### src/rtl/hap_cmp_pkg.sv
// Shared opcode encodings, scheduler state type and opcode legality check
// for the compare scheduler.
package hap_cmp_pkg;

    localparam int OP_W = 5;

    localparam logic [OP_W-1:0] OP_LT  = 5'b01011;
    localparam logic [OP_W-1:0] OP_GT  = 5'b01100;
    localparam logic [OP_W-1:0] OP_EQ  = 5'b01101;
    localparam logic [OP_W-1:0] OP_GTE = 5'b01110;
    localparam logic [OP_W-1:0] OP_LTE = 5'b01111;
    localparam logic [OP_W-1:0] OP_NE  = 5'b10000;

    typedef enum logic [1:0] {
        IDLE = 2'd0,
        EXEC = 2'd1,
        RESP = 2'd2
    } cmp_state_t;

    function automatic logic is_cmp_op(input logic [OP_W-1:0] op);
        return (op == OP_LT)  || (op == OP_GT)  || (op == OP_EQ) ||
               (op == OP_GTE) || (op == OP_LTE) || (op == OP_NE);
    endfunction

endpackage

### src/rtl/cmp_rr_pick.sv
// One-hot winner select: first valid requester found when searching upward
// from ptr with wrap-around. A constant-zero ptr gives fixed priority.
module cmp_rr_pick
    import hap_cmp_pkg::*;
#(
    parameter int NREQ = 2,
    parameter int PW   = 1
) (
    input  logic [NREQ-1:0] valid,
    input  logic [PW-1:0]   ptr,
    output logic [NREQ-1:0] grant
);

    logic          found;
    logic [PW-1:0] idx;

    always_comb begin
        grant = '0;
        found = 1'b0;
        idx   = '0;
        for (int i = 0; i < NREQ; i++) begin
            idx = PW'((int'(ptr) + i) % NREQ);
            if (!found && valid[idx]) begin
                found      = 1'b1;
                grant[idx] = 1'b1;
            end
        end
    end

endmodule

### src/rtl/cmp_scheduler.sv
// Shares one combinational compare unit between NREQ requesters.
// Build option CMP_SCHED_RR_EN: round-robin arbitration (fixed priority otherwise).
//
//   state | meaning
//   IDLE  | waiting for a request; grant one and register its operands
//   EXEC  | compare unit settles; capture its result
//   RESP  | hold the response until the granted requester takes it
module cmp_scheduler
    import hap_cmp_pkg::*;
#(
    parameter int NREQ = 2,
    parameter int DW   = 3,
    parameter int OPW  = 5
) (
    input  logic                Clk,
    input  logic                Rst_n,
    input  logic [NREQ-1:0]     req_valid,
    output logic [NREQ-1:0]     req_ready,
    input  logic [NREQ*OPW-1:0] req_opcode,
    input  logic [NREQ*DW-1:0]  req_a,
    input  logic [NREQ*DW-1:0]  req_b,
    output logic [NREQ-1:0]     rsp_valid,
    input  logic [NREQ-1:0]     rsp_ready,
    output logic [DW-1:0]       rsp_data,
    output logic                rsp_err,
    output logic [OPW-1:0]      cmp_opcode,
    output logic [DW-1:0]       cmp_r1,
    output logic [DW-1:0]       cmp_r2,
    input  logic [DW-1:0]       cmp_rd
);

    localparam int PW = $clog2(NREQ);

    cmp_state_t      state_q, state_d;
    logic [NREQ-1:0] pick_gnt;
    logic [NREQ-1:0] gnt_q;
    logic [PW-1:0]   ptr;
    logic [OPW-1:0]  sel_op;
    logic [DW-1:0]   sel_a;
    logic [DW-1:0]   sel_b;
    logic            take_req;
    logic            rsp_done;

    cmp_rr_pick #(
        .NREQ (NREQ),
        .PW   (PW)
    ) u_pick (
        .valid (req_valid),
        .ptr   (ptr),
        .grant (pick_gnt)
    );

    assign take_req = (state_q == IDLE) && (|req_valid);
    assign rsp_done = (state_q == RESP) && (|(rsp_ready & gnt_q));

    always_comb begin
        sel_op = '0;
        sel_a  = '0;
        sel_b  = '0;
        for (int i = 0; i < NREQ; i++) begin
            if (pick_gnt[i]) begin
                sel_op = req_opcode[i*OPW +: OPW];
                sel_a  = req_a[i*DW +: DW];
                sel_b  = req_b[i*DW +: DW];
            end
        end
    end

    // req_ready is combinational, so it is also masked while reset is held.
    always_comb begin
        state_d   = state_q;
        req_ready = '0;
        case (state_q)
            IDLE: begin
                if (take_req) begin
                    req_ready = Rst_n ? pick_gnt : '0;
                    state_d   = EXEC;
                end
            end
            EXEC:    state_d = RESP;
            RESP:    if (rsp_done) state_d = IDLE;
            default: state_d = IDLE;
        endcase
    end

    always_ff @(posedge Clk or negedge Rst_n) begin
        if (!Rst_n) begin
            state_q <= IDLE;
        end else begin
            state_q <= state_d;
        end
    end

    always_ff @(posedge Clk or negedge Rst_n) begin
        if (!Rst_n) begin
            gnt_q      <= '0;
            cmp_opcode <= '0;
            cmp_r1     <= '0;
            cmp_r2     <= '0;
            rsp_valid  <= '0;
            rsp_data   <= '0;
            rsp_err    <= 1'b0;
        end else begin
            case (state_q)
                IDLE: begin
                    if (take_req) begin
                        gnt_q      <= pick_gnt;
                        cmp_opcode <= sel_op;
                        cmp_r1     <= sel_a;
                        cmp_r2     <= sel_b;
                    end
                end
                EXEC: begin
                    rsp_valid <= gnt_q;
                    if (is_cmp_op(OP_W'(cmp_opcode))) begin
                        rsp_data <= cmp_rd;
                        rsp_err  <= 1'b0;
                    end else begin
                        rsp_data <= '0;
                        rsp_err  <= 1'b1;
                    end
                end
                RESP: begin
                    if (rsp_done) rsp_valid <= '0;
                end
                default: rsp_valid <= '0;
            endcase
        end
    end

`ifdef CMP_SCHED_RR_EN
    logic [PW-1:0] ptr_q;
    logic [PW-1:0] ptr_nxt;

    // Next search starts just past the requester that was served.
    always_comb begin
        ptr_nxt = '0;
        for (int i = 0; i < NREQ; i++) begin
            if (gnt_q[i]) ptr_nxt = (i == NREQ - 1) ? '0 : PW'(i + 1);
        end
    end

    always_ff @(posedge Clk or negedge Rst_n) begin
        if (!Rst_n) begin
            ptr_q <= '0;
        end else if (rsp_done) begin
            ptr_q <= ptr_nxt;
        end
    end

    assign ptr = ptr_q;
`else
    assign ptr = '0;
`endif

endmodule

### config.mk
export PLATFORM = sky130hd
export DESIGN_NAME = cmp_scheduler
export DESIGN_NICKNAME = d
export VERILOG_FILES = /design/src/rtl/hap_cmp_pkg.sv /design/src/rtl/cmp_rr_pick.sv /design/src/rtl/cmp_scheduler.sv
export SDC_FILE = /design/constraint.sdc
export NUM_CORES = 1
export LEC_CHECK = 0
export ABC_AREA = 1
export ABC_CLOCK_PERIOD_IN_PS = 1150
export BUFFER_PORTS_ARGS = -buffer_cell sky130_fd_sc_hd__buf_4
export CORE_UTILIZATION = 36
export CTS_CLUSTER_DIAMETER = 60
export CTS_CLUSTER_SIZE = 10
export DETAILED_ROUTE_END_ITERATION = 7
export SLEW_MARGIN = 20
export SYNTH_ARGS = -nofsm -noshare
export SYNTH_HDL_FRONTEND = slang
export SYNTH_SLANG_ARGS = --single-unit
export TNS_END_PERCENT = 5
### constraint.sdc
create_clock -name Clk -period 1.15 [get_ports Clk]
set_clock_uncertainty 0.05 [all_clocks]
set_input_delay 0.23 -clock Clk [delete_from_list [all_inputs] [get_ports Clk]]
set_output_delay 0.23 -clock Clk [all_outputs]
set_load 0.02 [all_outputs]
==> impl_metrics.py <==
metrics = {
    "setup_path": {
        "critPathLaunchType": "register",
        "required_ps": 870,
        "r2r_end": "rsp_valid[1]",
        "crit_chain": "nor2_4 -> nand3_2 -> nor2_2 -> buf_6",
        "slowest_delay_ps": 430,
        "crit_buf_inv": 1,
        "worstPathArrival_ps": 1230,
        "r2r_slack_ps": -50,
        "crit_fanout": 4,
        "end_kind": "output pin",
        "crit_path_top_delay_cell": "dfrtp_1",
        "r2r-start": "state_q[0]",
        "cp.depth": 4,
        "crit_type": "register to output pin",
        "reg2reg_depth": 8,
        "cpLargestDelayFamily": "flip-flops",
    },
    "status": {
        "violations": "setup timing",
        "outcome": "complete, but fails checks",
    },
    "synth": {
        "syn_avg_cell_area_um2": 7.140,
        "synth_top_cell_area_share": 0.4907,
        "yosysTopAreaCell": "dfrtp_1",
        "synth_area_um2": 1071,
        "synth-seq-area-share": 0.4907,
        "synth_edf_count": 0,
        "synth_common_cells": "nand2_1 (83), dfrtp_1 (21), nand3_1 (16), inv_1 (9), nor2_1 (9)",
        "synth.most_common_cell": "nand2_1",
        "syn-num-nets": 181,
        "synth-seq-cells": 21,
        "synthDistinctLibCells": 14,
        "synthArstFlopShare": 1.000,
        "yosysWarnings": 0,
        "syn_inst": 150,
        "ys.flop_type": "dfrtp_1",
        "synthTopCellsByArea": "dfrtp_1 (49%), nand2_1 (29%), nand3_1 (7.5%)",
    },
    "power": {
        "finalPower_mw": 1.253,
        "max-vdd-ir-drop_mv": 0.7839,
        "powerDensity_nw_per_um2": 756.1,
        "cellLeakagePower_nw": 0.9711,
    },
    "placement": {
        "gp_congestion": 0.7755,
        "dp_slack_ps": -33.82,
        "portBuffers": 49,
        "dp_hpwl_um": 1859,
        "place_area_um2": 1503,
        "dp_cells": 232,
    },
    "floorplanning": {
        "die_h_um": 56.55,
        "die_w_um": 56.55,
        "dieArea_um2": 3197,
        "pin_count": 50,
        "fp.coreArea_um2": 2781,
        "core.rowCount": 19,
        "initial_core_util": 0.3851,
    },
    "finish": {
        "seq_area_um2": 525.5,
        "drive_gt1_frac": 0.3333,
        "area.growth.synth_to_final_pct": 54.67,
        "nets": 242,
        "layoutNonFillerInstCount": 241,
        "stdcell_area_um2": 1657,
        "fill_cells": 275,
        "antenna_cells": 0,
        "multi_input_area_um2": 481.7,
    },
    "sta": {
        "finalSetupViolCount": 21,
        "rsz0062_at_grt": "true",
        "fin_crit_sh": 1.315,
        "fmax_ghz": 0.6612,
        "tightest_slew_ps": 266.5,
        "layout_min_cycle_time_ps": 1512,
        "finalHoldViolCount": 0,
        "max-slew-margin-rel": 0.8223,
        "slew_viol_final": 0,
        "fin_ws_ps": -362.4,
    },
    "clock_tree": {
        "cts_buffers": 3,
        "numClockSinks": 21,
        "cts_buffer_depth": 2,
        "clkSlewWorstSetupHoldPaths_ps": 110,
        "cts-root-buf": "clkbuf_4",
        "cts_max_level": 1,
        "clock_latency_ps": 300,
        "tritoncts": "yes",
    },
    "drt": {
        "dr.pass1.iters": 4,
        "wl_per_cell_um": 10.32,
        "drt-total-wl_um": 2486,
        "drt_iter0_markers": 29,
        "viasPerCell": 4.544,
        "drcViolationCount": 0,
        "via_count": 1095,
        "ant_nets": 0,
    },
    "worst_hold_path": {
        "hold_class": "primary input to register",
        "hold_path_depth": 5,
        "worst_hold_path.endpoint": "cmp_r1[0]",
        "hp-start": "req_a[0]",
    },
    "grt": {
        "grt_max_degree": 22,
        "grt_first_pass_wirelength_um": 4209,
        "gr-total-overflow": 0,
        "grt.total_usage": 0.1732,
        "grt_pass1_vias": 997,
        "antenna_found_initial": 0,
    },
    "flow_run": {
        "cap_viol_max_count": 0,
    },
}
[metrics by stage]
stage	TNS [ps]	util	hold WS [ps]
after floorplan	-27.57	-	-115.6
after global placement	0	0.5403	172.0
after detailed placement	-33.82	0.5403	174.7
after CTS	-1167	0.5816	156.8
after global routing	-2682	0.5956	159.3
final	-1301	0.5956	153.3
[layout make-up]
cell class	instances	share of cell area
timing repair buffer	61	0.3263
tap	31	0.02341
clock buffer	4	0.01586
inverter	11	0.02644
sequential	21	0.3172
multi-input combinational	113	0.2908
[flip-flops by register name, indices dropped and copies added (netlist names)]
signal      count
cmp_opcode      5
cmp_r1          3
cmp_r2          3
gnt_q           2
rsp_data        3
rsp_err         1
rsp_valid       2
state_q         2
[tightest hold or removal path, cell delays in order]
cell and delay [ps]:
buf_4 80, nand2_1 40, nand2_1 50, nand2_1 40, nand2_1 40
[placed cells by master (no fill, tap or decap)]
cell,Yosys,routed
nor2_1,9,8
nand2_1,83,83
nand3_2,0,1
o21ai_4,0,1
buf_12,0,1
dfrtp_1,21,21
inv_2,2,1
clkbuf_4,0,3
inv_1,9,9
dlygate4sd3_1,0,1
clkbuf_1,0,1
a21oi_1,1,1
inv_4,0,1
buf_6,2,18
o21ai_0,1,1
buf_4,2,41
nor2_2,0,1
nor2_4,1,1
nand3_1,16,15
nand2_4,0,1
[worst max path at each step]
stage | start | endpoint | slack, ps
after floorplan | state_q[0] | req_ready[0] | -30
after detailed placement | state_q[1] | req_ready[1] | -30
final | state_q[0] | req_ready[1] | -360
after CTS | state_q[0] | req_ready[1] | -340
after global routing | state_q[0] | req_ready[1] | -440
after global placement | state_q[1] | req_ready[1] | 9
[kinds of logic (layout without fill, tap and decap cells)]
group / count (synthesis) / count (layout) / synth area share
AOI/OAI and AO/OA: 3 / 3 / 0.01752
and+or+nand+nor: 110 / 110 / 0.4136
buffers and inverters: 16 / 76 / 0.07826
DFF: 21 / 21 / 0.4907
[what timing repair did]
action	in CTS	in global routing
pin swaps	1	0
setup endpoints to repair	11	34
endpoints found under the hold margin	21	0
hold buffers	1	0
gates cloned	0	0
buffers inserted	4	0
resized for setup	12	10
[layer usage]
layer  GRT usage  up-vias  wire (µm)
met5           0        -          0
met4     0.08362        0         51
met3     0.03456        5        119
met2      0.2857       36       1142
met1      0.2153      478       1173
li1            -      576          -
[power breakdown]
| group | leakage, nW | switching, mW | internal (mW) | total (mW) |
|---|---|---|---|---|
| logic | 0.699 | 0.0690 | 0.0904 | 0.159 |
| registers | 0.257 | 0 | 0.738 | 0.738 |
| clock network | 0.0150 | 0.220 | 0.135 | 0.355 |
No activity file was read; power rests on OpenSTA's default activity.
